==> src/rtl/booth_multiplier_param.sv <==
// Multi-cycle signed/unsigned Booth multiplier with start/ready/done handshake.
// Define BOOTH_RADIX4_EN for radix-4 modified Booth recoding; otherwise radix-2.
module booth_multiplier_param #(
  parameter int WIDTH = 8
) (
  input  logic                 clk,
  input  logic                 rst,
  input  logic                 start,
  input  logic                 tc,
  input  logic [WIDTH-1:0]     multiplicand,
  input  logic [WIDTH-1:0]     multiplier,
  output logic [2*WIDTH-1:0]   product,
  output logic                 ready,
  output logic                 done
);

`ifdef BOOTH_RADIX4_EN
  localparam int SH   = 2;
  localparam int ITER = WIDTH / 2 + 1;
`else
  localparam int SH   = 1;
  localparam int ITER = WIDTH + 1;
`endif
  // Multiplier bits consumed in total; the accumulator keeps headroom for +-2A.
  localparam int MW = ITER * SH;
  localparam int AW = WIDTH + 4;
  localparam int PW = AW + MW + 1;
  localparam int CW = $clog2(ITER + 1);

  typedef enum logic [1:0] {
    IDLE = 2'd0,
    CALC = 2'd1,
    DONE = 2'd2
  } state_t;

  state_t              state_q, state_d;
  logic [CW-1:0]       cnt_q, cnt_d;
  logic [AW-1:0]       a_q, a_d;
  logic [PW-1:0]       p_q, p_d;
  logic [2*WIDTH-1:0]  product_q, product_d;
  logic                ready_q, ready_d;
  logic                done_q, done_d;

  logic [AW-1:0]       addend_s;
  logic [AW-1:0]       upper_s;
  logic [PW-1:0]       sum_s;
  logic [PW-1:0]       shifted_s;

  always_comb begin
    addend_s = '0;
`ifdef BOOTH_RADIX4_EN
    case (p_q[2:0])
      3'b001, 3'b010: addend_s = a_q;
      3'b011:         addend_s = {a_q[AW-2:0], 1'b0};
      3'b100:         addend_s = -{a_q[AW-2:0], 1'b0};
      3'b101, 3'b110: addend_s = -a_q;
      default:        addend_s = '0;
    endcase
`else
    case (p_q[1:0])
      2'b01:   addend_s = a_q;
      2'b10:   addend_s = -a_q;
      default: addend_s = '0;
    endcase
`endif
    upper_s   = p_q[PW-1 -: AW] + addend_s;
    sum_s     = {upper_s, p_q[MW:0]};
    shifted_s = $signed(sum_s) >>> SH;
  end

  always_comb begin
    state_d   = state_q;
    cnt_d     = cnt_q;
    a_d       = a_q;
    p_d       = p_q;
    product_d = product_q;
    done_d    = 1'b0;
    case (state_q)
      IDLE: begin
        if (start) begin
          // Extension fill is the sign bit for signed operands, zero otherwise.
          a_d     = tc ? {{(AW-WIDTH){multiplicand[WIDTH-1]}}, multiplicand}
                       : {{(AW-WIDTH){1'b0}}, multiplicand};
          p_d     = tc ? {{AW{1'b0}}, {(MW-WIDTH){multiplier[WIDTH-1]}}, multiplier, 1'b0}
                       : {{AW{1'b0}}, {(MW-WIDTH){1'b0}}, multiplier, 1'b0};
          cnt_d   = '0;
          state_d = CALC;
        end else begin
          state_d = IDLE;
        end
      end
      CALC: begin
        p_d   = shifted_s;
        cnt_d = cnt_q + CW'(1);
        if (cnt_q == CW'(ITER - 1)) begin
          state_d = DONE;
        end else begin
          state_d = CALC;
        end
      end
      DONE: begin
        product_d = p_q[2*WIDTH:1];
        done_d    = 1'b1;
        cnt_d     = '0;
        state_d   = IDLE;
      end
      default: begin
        state_d = IDLE;
      end
    endcase
    ready_d = (state_d == IDLE);
  end

  always_ff @(posedge clk) begin
    if (rst) begin
      state_q   <= IDLE;
      cnt_q     <= '0;
      a_q       <= '0;
      p_q       <= '0;
      product_q <= '0;
      ready_q   <= 1'b1;
      done_q    <= 1'b0;
    end else begin
      state_q   <= state_d;
      cnt_q     <= cnt_d;
      a_q       <= a_d;
      p_q       <= p_d;
      product_q <= product_d;
      ready_q   <= ready_d;
      done_q    <= done_d;
    end
  end

  assign product = product_q;
  assign ready   = ready_q;
  assign done    = done_q;

endmodule
==> config.mk <==
export PLATFORM = sky130hd
export DESIGN_NAME = booth_multiplier_param
export DESIGN_NICKNAME = d
export VERILOG_FILES = /design/src/rtl/booth_multiplier_param.sv
export SDC_FILE = /design/constraint.sdc
export NUM_CORES = 1
export LEC_CHECK = 0
export BUFFER_PORTS_ARGS = -buffer_cell sky130_fd_sc_hd__buf_4
export CAP_MARGIN = 10
export CORE_MARGIN = 1
export CORE_UTILIZATION = 45
export CTS_CLUSTER_DIAMETER = 60
export CTS_CLUSTER_SIZE = 12
export DETAILED_ROUTE_END_ITERATION = 10
export PLACE_DENSITY = 0.71
export SLEW_MARGIN = 20
export SYNTH_ARGS = -nofsm -noshare
export SYNTH_HDL_FRONTEND = slang
export SYNTH_SLANG_ARGS = --single-unit
==> constraint.sdc <==
create_clock -name clk -period 2.8 [get_ports clk]
set_clock_uncertainty 0.15 [all_clocks]
set_input_delay 0.56 -clock clk [delete_from_list [all_inputs] [get_ports clk]]
set_output_delay 0.56 -clock clk [all_outputs]
set_load 0.005 [all_outputs]
==> results of run 1 <==
[tightest hold or removal path, stage by stage, from the launching register on]
cell,delay [ps]
dfxtp_1,320
nand2_1,50
a21oi_1,50
[cells in the mapped netlist, drive strengths merged]
cell type	number
and2	3
and3	3
o211ai	4
dfxtp	54
fa	1
a311oi	7
a211o	2
xnor2	4
nor3b	7
or3	3
a22oi	8
a211oi	2
o21ai	8
nand2b	5
o2111ai	1
clkbuf	19
or4	1
a21oi	47
nor3	6
xor2	2
buf	1
nor2b	5
ha	16
nor4b	2
o21bai	1
a2111oi	1
or2	3
a221oi	2
a31oi	2
o31a	1
a32oi	1
nor2	42
a21o	9
nand3	4
inv	14
nand3b	1
nand4	1
o311ai	1
nand2	74
nor4	2
o21a	2
[worst paths after layout]
kind                                  from    endpoint  slack [ps]  cells after the start
worst min register to register  product[2]  product[2]         310                      2
worst min-delay path            product[2]  product[2]         310                      2
worst max-delay path                p_q[0]     p_q[20]        -310                     12
worst max register to register      p_q[0]     p_q[20]        -310                     12
[cell families after synthesis]
logic type,Yosys count,share of synthesized area (%)
and+or+nand+nor,162,26.1
AOI/OAI and AO/OA,99,22.5
DFF,54,37.5
buffers and inverters,34,4.43
adders and majority gates,17,7.64
xor gates and xnor gates,6,1.82
[layer usage]
metal	vias to the layer above	track usage, %	wire length, um
li1	1420	-	-
met5	-	0	0
met3	16	4.56	273
met2	59	37.9	3880
met4	0	7.89	176
met1	1349	29.5	3460
[flip-flops by register name, summed over array words and instances (netlist names)]
signal / cells
ready: 1
product: 16
state_q: 2
p_q: 21
cnt_q: 4
done: 1
a_q: 9
[report_power, final]
| group | total (mW) | switching (mW) | internal, mW |
|---|---|---|---|
| Clock | 0.572 | 0.299 | 0.273 |
| Combinational | 0.275 | 0.145 | 0.130 |
| Sequential | 0.821 | 0.0291 | 0.792 |
| Total | 1.67 | 0.473 | 1.19 |
[area by class of cell]
class,count,area (um^2),share of cell area [%]
sequential,54,1090,28.2
inverter,14,52.6,1.36
clock buffer,5,68.8,1.78
tap,75,93.8,2.43
multi-input combinational,284,1890,48.9
timing repair buffer,81,619,16.0
clock inverter,3,48.8,1.26
[through the flow]
| step | area, um^2 | utilization, % | instances | setup TNS [ps] | total power, mW |
|---|---|---|---|---|---|
| final | 3860 | 63.8 | 516 | -441 | 1.67 |
| after global routing | 3860 | 63.8 | 516 | -840 | 1.73 |
| after CTS | 3690 | 61.0 | 512 | -161 | 1.64 |
| after detailed placement | 3470 | 57.2 | 499 | -338 | 1.06 |
| after global placement | 3470 | 57.2 | 499 | -196 | 1.06 |
| after floorplan | 2920 | - | 372 | -75.6 | 0.976 |
[what timing repair did]
action	in CTS	in global routing
gates resized for setup	16	38
setup buffers	5	5
pin swaps	9	33
cloned	0	0
setup endpoints to repair	4	8
hold buffers	0	0
==> qor_table.md, run 1 <==
| Item | Value | Unit |
|:---|:---|:---|
| Worst hold slack after final layout | 309 | ps |
| Number of clock sinks seen by CTS | 54 | - |
| Count of input and output buffers | 37 | - |
| Most frequent cells in the layout | buf_4, nand2_1, dfxtp_1 | - |
| Syn avg cell area | 7.75 | um^2 |
| Arr. time, crit path | 3200 | ps |
| Gpl congestion | 0.809 | - |
| Chip Height | 82.0 | um |
| Post-route setup slack | -311 | ps |
| Tightest slew margin relative to the limit | 55.7 | % |
| Number of max-capacitance violations reported | 0 | - |
| Element type at the critical path start | flip-flop | - |
| Die Footprint | 6730 | um^2 |
| Filler instances | 502 | - |
| Final worst path period share | 111 | % |
| Synth-to-Final Area Change | 34.1 | % |
| Cell type contributing the most total cell area after synthesis | dfxtp_1 | - |
| Worst Tran Pin Value | 664 | ps |
| Row cnt | 28 | - |
| Synth Net Count | 409 | - |
| Number of buffers created by CTS | 5 | - |
| Inserted Diodes | 0 | - |
| Highest clock rate | 0.321 | GHz |
| TritonCTS clock tree | done | - |
| Global-route wire length before repair | 11,900 | um |
| Via count of the first global-routing pass | 2,620 | - |
| CP max FO | 9 | - |
| Max stage delay on crit path | 430 | ps |
| Number of storage elements in the synthesis netlist | 54 | - |
| Cell with the most instances on the worst path | a21oi_1 | - |
| Worst Path Buf+Inv | 2 | - |
| Boundary Pins | 38 | - |
| Core ar. | 6060 | um^2 |
| Clk_lat worst skew | 330 | ps |
| Number of H-tree levels | 2 | - |
| Effective utilization at floorplan | 47.6 | % |
| Clock buffer depth | 2 | - |
| Post-synth top area share | 37.5 | % |
| Cells along the critical path | inv_2, ha_4, buf_4, nand3b_1, a21oi_1, ha_1, a21oi_1, o211ai_1, a2111oi_4, o21bai_1, nor4b_2, a211o_1 | - |
| Sort of element at the end of the critical path | flip-flop | - |
| Final #Nets | 477 | - |
| Commonest non-fill, non-tap cell in the layout | buf_4 | - |
| Crit path max-delay cell type | a2111oi_4 | - |
| Gate family responsible for the most delay along the worst path | compound AO/OA/AOI/OAI gates | - |
| Cells taking the most area after synthesis | dfxtp_1, nand2_1, a21oi_1 | - |
| Clock root buffer | clkbuf_8 | - |
| Hold violation count in the final report | 0 | - |
| Fin. max-slew vios | 0 | - |
| Min Tclk post-route | 3110 | ps |
| Worst Hold Class | flip-flop to flip-flop | - |
| Initial DRC count | 116 | - |
| Final Setup Violations | 3 | - |
| Violations in the final reports | setup timing | - |
| Setup Crit Path Kind | flip-flop to flip-flop | - |
| Max rail drop VDD | 0.397 | mV |
| Pre-CTS setup slack | -224 | ps |
| Wire per inst | 15.1 | um |
| CP required | 2890 | ps |
| Instance count of the mapped netlist | 372 | - |
| CTS clock-pin slew for the worst setup and hold paths | 120 | ps |
| Post-route DRC violation count | 0 | - |
| Count of unique library cells instantiated by Yosys | 46 | - |
| Post-detail-place hpwl | 4970 | um |
| Final routed wirelength across all metal layers | 7790 | um |
| Count of warnings emitted by yosys | 0 | - |
| Post-detailed-route count of antenna-violating nets | 0 | - |
| Via count | 2,844 | - |
| Status | finished with violations | - |
| Largest net degree at the start of global routing | 52 | - |
| Cell Pwr Density | 431 | nW/um^2 |
| Die Span X | 82.0 | um |
| Initial antenna violation count | 0 | - |
| Cell leakage power | 1.57 | nW |
| Unrepaired setup endpoints after global routing | true | - |
| Syn Std Cell Area | 2880 | um^2 |
| Tot GR Track Use | 22.9 | % |
| Seq/Total Area, Yosys | 37.5 | % |
| Via density per instance | 5.51 | - |
| Drt first pass iters | 4 | - |
| Share of final-layout standard cells stronger than drive strength 1 | 31.7 | % |
| Total congestion overflow after global routing | 0 | - |
(Power assumes the default switching activity.)
==> run 2, diff against run 1 <==
--- a/config.mk
+++ b/config.mk
@@ -12,7 +12,7 @@
 export CTS_CLUSTER_DIAMETER = 60
 export CTS_CLUSTER_SIZE = 12
 export DETAILED_ROUTE_END_ITERATION = 10
-export PLACE_DENSITY = 0.71
+export PLACE_DENSITY = 0.69
 export SLEW_MARGIN = 20
 export SYNTH_ARGS = -nofsm -noshare
 export SYNTH_HDL_FRONTEND = slang
==> constraint.sdc (replaced) <==
create_clock -name clk -period 3.1 [get_ports clk]
set_clock_uncertainty 0.15 [all_clocks]
set_input_delay 0.62 -clock clk [delete_from_list [all_inputs] [get_ports clk]]
set_output_delay 0.62 -clock clk [all_outputs]
set_load 0.005 [all_outputs]
==> run 2 against run 1 <==
Compared with the run above: the run now ends clean; largest power group unchanged; register-to-register slack gained 360 ps; clock power shrank 24%; cell count shrank 5.0%; sequential power shrank 9.7%; highest routed layer unchanged; flip-flop and latch count is the same.
==> qor_table.md, run 2 (synthesized netlist as in run 1, its figures left out) <==
| Item | Value | Unit |
|:---|:---|:---|
| Status | complete, no violations | - |
| Proportion of power drawn by the clock network | 31.4 | % |
| Combined area of the multi-input logic cells | 1810 | um^2 |
| Min Tclk post-route | 3050 | ps |
| Most frequent cells in the layout | nand2_1, buf_4, dfxtp_1 | - |
| Final cell count without fillers | 490 | - |
| Tot GR Track Use | 20.9 | % |
| Effective utilization at floorplan | 47.6 | % |
| Worst R2R Path Depth | 12 | - |
| Crit path max-delay cell type | or4_4 | - |
| Final worst path period share | 98.5 | % |
| Sort of element at the end of the critical path | flip-flop | - |
| Global-route wire length before repair | 10,700 | um |
| Finished Core Util | 58.8 | % |
| CP max FO | 5 | - |
| Drt first pass iters | 4 | - |
| Post-route DRC violation count | 0 | - |
| Final routed wirelength across all metal layers | 7030 | um |
| Die Footprint | 6730 | um^2 |
| Part of the total power dissipated in sequential elements | 53.6 | % |
| Arr. time, crit path | 3120 | ps |
| Max rail drop VDD | 0.239 | mV |
| Worst Hold Class | flip-flop to flip-flop | - |
| Initial antenna violation count | 0 | - |
| Clock buffer depth | 2 | - |
| Element type at the critical path start | flip-flop | - |
| Boundary Pins | 38 | - |
| Cell total after placement | 476 | - |
| Share of final-layout standard cells stronger than drive strength 1 | 23.9 | % |
| Flip-flop count of the largest register after layout | 21 | - |
| Chip Height | 82.0 | um |
| Synth-to-Final Area Change | 23.6 | % |
| TritonCTS clock tree | done | - |
| Count of input and output buffers | 37 | - |
| Cell-internal power | 0.995 | mW |
| Worst Tran Pin Value | 993 | ps |
| Via count of the first global-routing pass | 2,361 | - |
| Internal reg-to-reg setup slack | 50 | ps |
| Switching component of the power | 0.389 | mW |
| Endpoint of the worst hold-timing path | product[2] | - |
| Commonest non-fill, non-tap cell in the layout | nand2_1 | - |
| Cell leakage power | 1.42 | nW |
| Gate family responsible for the most delay along the worst path | simple AND/OR/NAND/NOR gates | - |
| CTS clock-pin slew for the worst setup and hold paths | 110 | ps |
| Number of H-tree levels | 2 | - |
| Number of buffers created by CTS | 5 | - |
| Highest clock rate | 0.328 | GHz |
| Clk_lat worst skew | 310 | ps |
| Filler instances | 549 | - |
| Gpl congestion | 0.858 | - |
| Final Setup Violations | 0 | - |
| Total congestion overflow after global routing | 0 | - |
| Cell Pwr Density | 388 | nW/um^2 |
| RR Endpoint | p_q[20] | - |
| Core ar. | 6060 | um^2 |
| Final #Nets | 451 | - |
| Hold Buf Count CTS | 0 | - |
| Hold Path Depth | 2 | - |
| Worst hold slack after final layout | 309 | ps |
| Inserted Diodes | 0 | - |
| Tightest slew margin relative to the limit | 33.5 | % |
| Number of clock sinks seen by CTS | 54 | - |
| Wire per inst | 14.3 | um |
| Register with the most flip-flops | p_q | - |
| Final total negative setup slack | 0 | ps |
| Worst Path Buf+Inv | 0 | - |
| Largest net degree at the start of global routing | 52 | - |
| Via density per instance | 5.52 | - |
| Die Span X | 82.0 | um |
| CP required | 3170 | ps |
| Hold violation count in the final report | 0 | - |
| Area used by sequential logic in the layout | 1090 | um^2 |
| Source of the worst hold timing path | product[2] | - |
| Cells along the critical path | or4_4, nor4_4, a21o_2, a21oi_1, nor2_1, ha_1, nand2_1, a21oi_2, a2111oi_4, o21bai_1, nor4b_2, a211o_1 | - |
| Number of max-capacitance violations reported | 0 | - |
| Initial DRC count | 144 | - |
| Row cnt | 28 | - |
| Setup Crit Path Kind | flip-flop to flip-flop | - |
| Max stage delay on crit path | 570 | ps |
| Switching share of power | 28.1 | % |
| Post-detail-place hpwl | 4720 | um |
| Post-detailed-route count of antenna-violating nets | 0 | - |
| Combinational Power Share | 15.0 | % |
| Fin. max-slew vios | 0 | - |
| Clock root buffer | clkbuf_8 | - |
| Launch instance of the worst register-to-register path | a_q[1] | - |
| Via count | 2,704 | - |
[run 2: final cells by class]
class                   count  area share [%]
inverters                  14            1.48
multi-input cells         284            50.8
clock inverters             2           0.457
repair buffers             55            11.6
flip-flops and latches     54            30.7
well taps                  75            2.63
clock buffers               6            2.32
[run 2: power groups by stage]
| stage | Combinational [mW] | Clock, mW | Sequential, mW |
|---|---|---|---|
| 5_1_grt | 0.228 | 0.464 | 0.746 |
| 2_1_floorplan | 0.127 | 0 | 0.748 |
| 3_3_place_gp | 0.180 | 0 | 0.755 |
| 4_1_cts | 0.185 | 0.444 | 0.740 |
| 6_report | 0.208 | 0.434 | 0.741 |
| 3_5_place_dp | 0.183 | 0 | 0.756 |
[run 2: tightest hold or removal path: cells and delay by family, from the launching register on]
kind	cells	cell delay, ps
DFF	1	320
AOI/OAI and AO/OA	1	50
and+or+nand+nor	1	50
[run 2: worst max-delay path by stage]
stage | startpoint | end | cells past startpoint
2_1_floorplan | p_q[0] | p_q[20] | 12
3_3_place_gp | p_q[0] | p_q[20] | 13
3_5_place_dp | a_q[0] | p_q[20] | 12
4_1_cts | a_q[0] | p_q[20] | 12
5_1_grt | a_q[1] | p_q[20] | 12
6_report | a_q[1] | p_q[20] | 12
[run 2: timing repair]
action	in CTS	in global routing
pin swaps	2	14
setup endpoints to repair	1	4
buffers inserted	1	5
resized for setup	4	33
[run 2: metrics by stage]
| stage | instance area (um^2) | setup slack, ps | power, mW |
|---|---|---|---|
| 3_5_place_dp | 3270 | -26.8 | 0.939 |
| 5_1_grt | 3560 | -54.3 | 1.44 |
| 4_1_cts | 3390 | 1.98 | 1.37 |
| 6_report | 3560 | 48.0 | 1.38 |
| 3_3_place_gp | 3270 | 60.6 | 0.935 |
| 2_1_floorplan | 2880 | 55.0 | 0.875 |
[run 2: metal layers]
metal  share of wire (%)  wire length [um]  global-route usage, %  vias to the layer above
li1                    -                 -                      -                     1379
met1                  46              3210                   28.2                     1242
met2                  48              3340                   32.9                       72
met3                 5.0               349                   3.67                       11
met4                 1.8               126                   7.89                        0
met5                   0                 0                      0                        -
==> run 3, diff against run 2 <==
--- a/config.mk
+++ b/config.mk
@@ -13,6 +13,7 @@
 export CTS_CLUSTER_SIZE = 12
 export DETAILED_ROUTE_END_ITERATION = 10
 export PLACE_DENSITY = 0.69
+export RECOVER_POWER = 50
 export SLEW_MARGIN = 20
 export SYNTH_ARGS = -nofsm -noshare
 export SYNTH_HDL_FRONTEND = slang
==> run 3 against run 2 <==
Compared with the run above: non-clock buffer count did not move; fmax fell by 0.10%; design area is 0.21% lower; critical path depth did not move; first-iteration DRC count shrank 2.8%; clock power about the same; wire length decreased by 0.38%; cell count is the same; clock-buffer cell count is the same; hold slack got worse by 1.7 ps; critical path type unchanged; largest cell class unchanged; largest power group unchanged.
==> qor_table.md, run 3 (synthesized netlist as in run 1, its figures left out) <==
| Item | Value | Unit |
|:---|:---|:---|
| Status | complete, no violations | - |
| CTS clock-pin slew for the worst setup and hold paths | 110 | ps |
| Post-layout instance area | 3550 | um^2 |
| Chip Height | 82.0 | um |
| Number of buffers created by CTS | 5 | - |
| Final routed wirelength across all metal layers | 7000 | um |
| Final worst path period share | 98.6 | % |
| Highest clock rate | 0.327 | GHz |
| Element type at the critical path start | flip-flop | - |
| Register with the most flip-flops | p_q | - |
| Tightest slew margin relative to the limit | 33.7 | % |
| Gpl congestion | 0.858 | - |
| Max rail drop VDD | 0.238 | mV |
| Combinational Power Share | 15.0 | % |
| Post-place instance area | 3270 | um^2 |
| Wire per inst | 14.3 | um |
| Number of clock sinks seen by CTS | 54 | - |
| Largest net degree at the start of global routing | 52 | - |
| Hold Buf Count CTS | 0 | - |
| Final total negative setup slack | 0 | ps |
| Proportion of power drawn by the clock network | 31.4 | % |
| Count of input and output buffers | 37 | - |
| Tot GR Track Use | 20.9 | % |
| Initial antenna violation count | 0 | - |
| Post-detailed-route count of antenna-violating nets | 0 | - |
| Arr. time, crit path | 3120 | ps |
| Final Setup Violations | 0 | - |
| Most frequent cells in the layout | nand2_1, dfxtp_1, a21oi_1 | - |
| Cell-internal power | 0.994 | mW |
| Worst Hold Class | flip-flop to flip-flop | - |
| Setup Crit Path Kind | flip-flop to flip-flop | - |
| Synth-to-Final Area Change | 23.3 | % |
| Via density per instance | 5.48 | - |
| Worst Tran Pin Value | 990 | ps |
| Core ar. | 6060 | um^2 |
| Hold violation count in the final report | 0 | - |
| Via count | 2,685 | - |
| Cell leakage power | 1.40 | nW |
| Clock buffer depth | 2 | - |
| Commonest non-fill, non-tap cell in the layout | nand2_1 | - |
| Sort of element at the end of the critical path | flip-flop | - |
| Flip-flop count of the largest register after layout | 21 | - |
| Post-route DRC violation count | 0 | - |
| Row cnt | 28 | - |
| CP max FO | 5 | - |
| Global-route wire length before repair | 10,700 | um |
| Post-route setup slack | 44.9 | ps |
| Number of max-capacitance violations reported | 0 | - |
| Post-detail-place hpwl | 4720 | um |
| CP required | 3170 | ps |
| TritonCTS clock tree | done | - |
| Final #Nets | 451 | - |
| Die Footprint | 6730 | um^2 |
| Total congestion overflow after global routing | 0 | - |
| Fin. max-slew vios | 0 | - |
| Min Tclk post-route | 3060 | ps |
| Drt first pass iters | 4 | - |
| Number of H-tree levels | 2 | - |
| Share of final-layout standard cells stronger than drive strength 1 | 23.4 | % |
| Via count of the first global-routing pass | 2,361 | - |
| Inserted Diodes | 0 | - |
| Boundary Pins | 38 | - |
| Clock root buffer | clkbuf_8 | - |
| Switching component of the power | 0.388 | mW |
| Switching share of power | 28.1 | % |
| Effective utilization at floorplan | 47.6 | % |
| Initial DRC count | 140 | - |
| Cell Pwr Density | 389 | nW/um^2 |
| Clk_lat worst skew | 310 | ps |
| Part of the total power dissipated in sequential elements | 53.7 | % |
| Pre-CTS setup slack | -26.8 | ps |
| Die Span X | 82.0 | um |
run 3: cell count changes in the layout (fill, tap and decap cells not counted):
cell and change:
and2_1 -1, and2_0 +1, clkbuf_1 +2, buf_4 -19
clkbuf_4 +17
run 3: layout make-up:
class,count,area [um^2]
timing repair buffer,55,405
clock buffer,6,82.6
fill,551,2510
clock inverter,2,16.3
inverter,14,52.6
sequential,54,1090
multi-input combinational,284,1810
tap,75,93.8
run 3: stage by stage:
step / util (%) / power (mW) / hold WS (ps) / instances
after floorplan: - / 0.875 / 282 / 372
after global placement: 53.9 / 0.935 / 296 / 476
after detailed placement: 53.9 / 0.939 / 299 / 476
after CTS: 55.9 / 1.37 / 313 / 485
after global routing: 58.6 / 1.44 / 336 / 490
final: 58.6 / 1.38 / 308 / 490
run 3: final timing paths:
path | start | slack, ps | depth (start not counted) | to
worst max-delay path | a_q[1] | 40 | 12 | p_q[20]
worst min-delay path | product[2] | 310 | 2 | product[2]
worst max register to register | a_q[1] | 40 | 12 | p_q[20]
worst min register to register | product[2] | 310 | 2 | product[2]
run 3: routing by layer:
layer	vias up	GRT usage (%)	part of all wire (%)
met1	1227	28.2	46
met3	9	3.67	4.6
met5	-	0	0
li1	1382	-	-
met2	67	32.9	48
met4	0	7.89	1.7
run 3: repair_timing:
item                       CTS  global route
setup endpoints to repair    1             4
resized for setup            4            33
setup buffers                1             5
pin swaps                    2            14
run 3: critical path, cell delays in order (launching register included):
cell and delay, ps:
dfxtp_4 380, or4_4 570, nor4_4 210, a21o_2 170, a21oi_1 60, nor2_1 160, ha_1 270, nand2_1 90
a21oi_2 50, a2111oi_4 350, o21bai_1 120, nor4b_2 170, a211o_1 220
run 3: power groups by stage:
stage,logic [mW],registers [mW],clock network [mW]
after floorplan,0.127,0.748,0
after global placement,0.180,0.755,0
after detailed placement,0.183,0.756,0
after CTS,0.185,0.740,0.444
after global routing,0.227,0.746,0.464
final,0.207,0.741,0.433
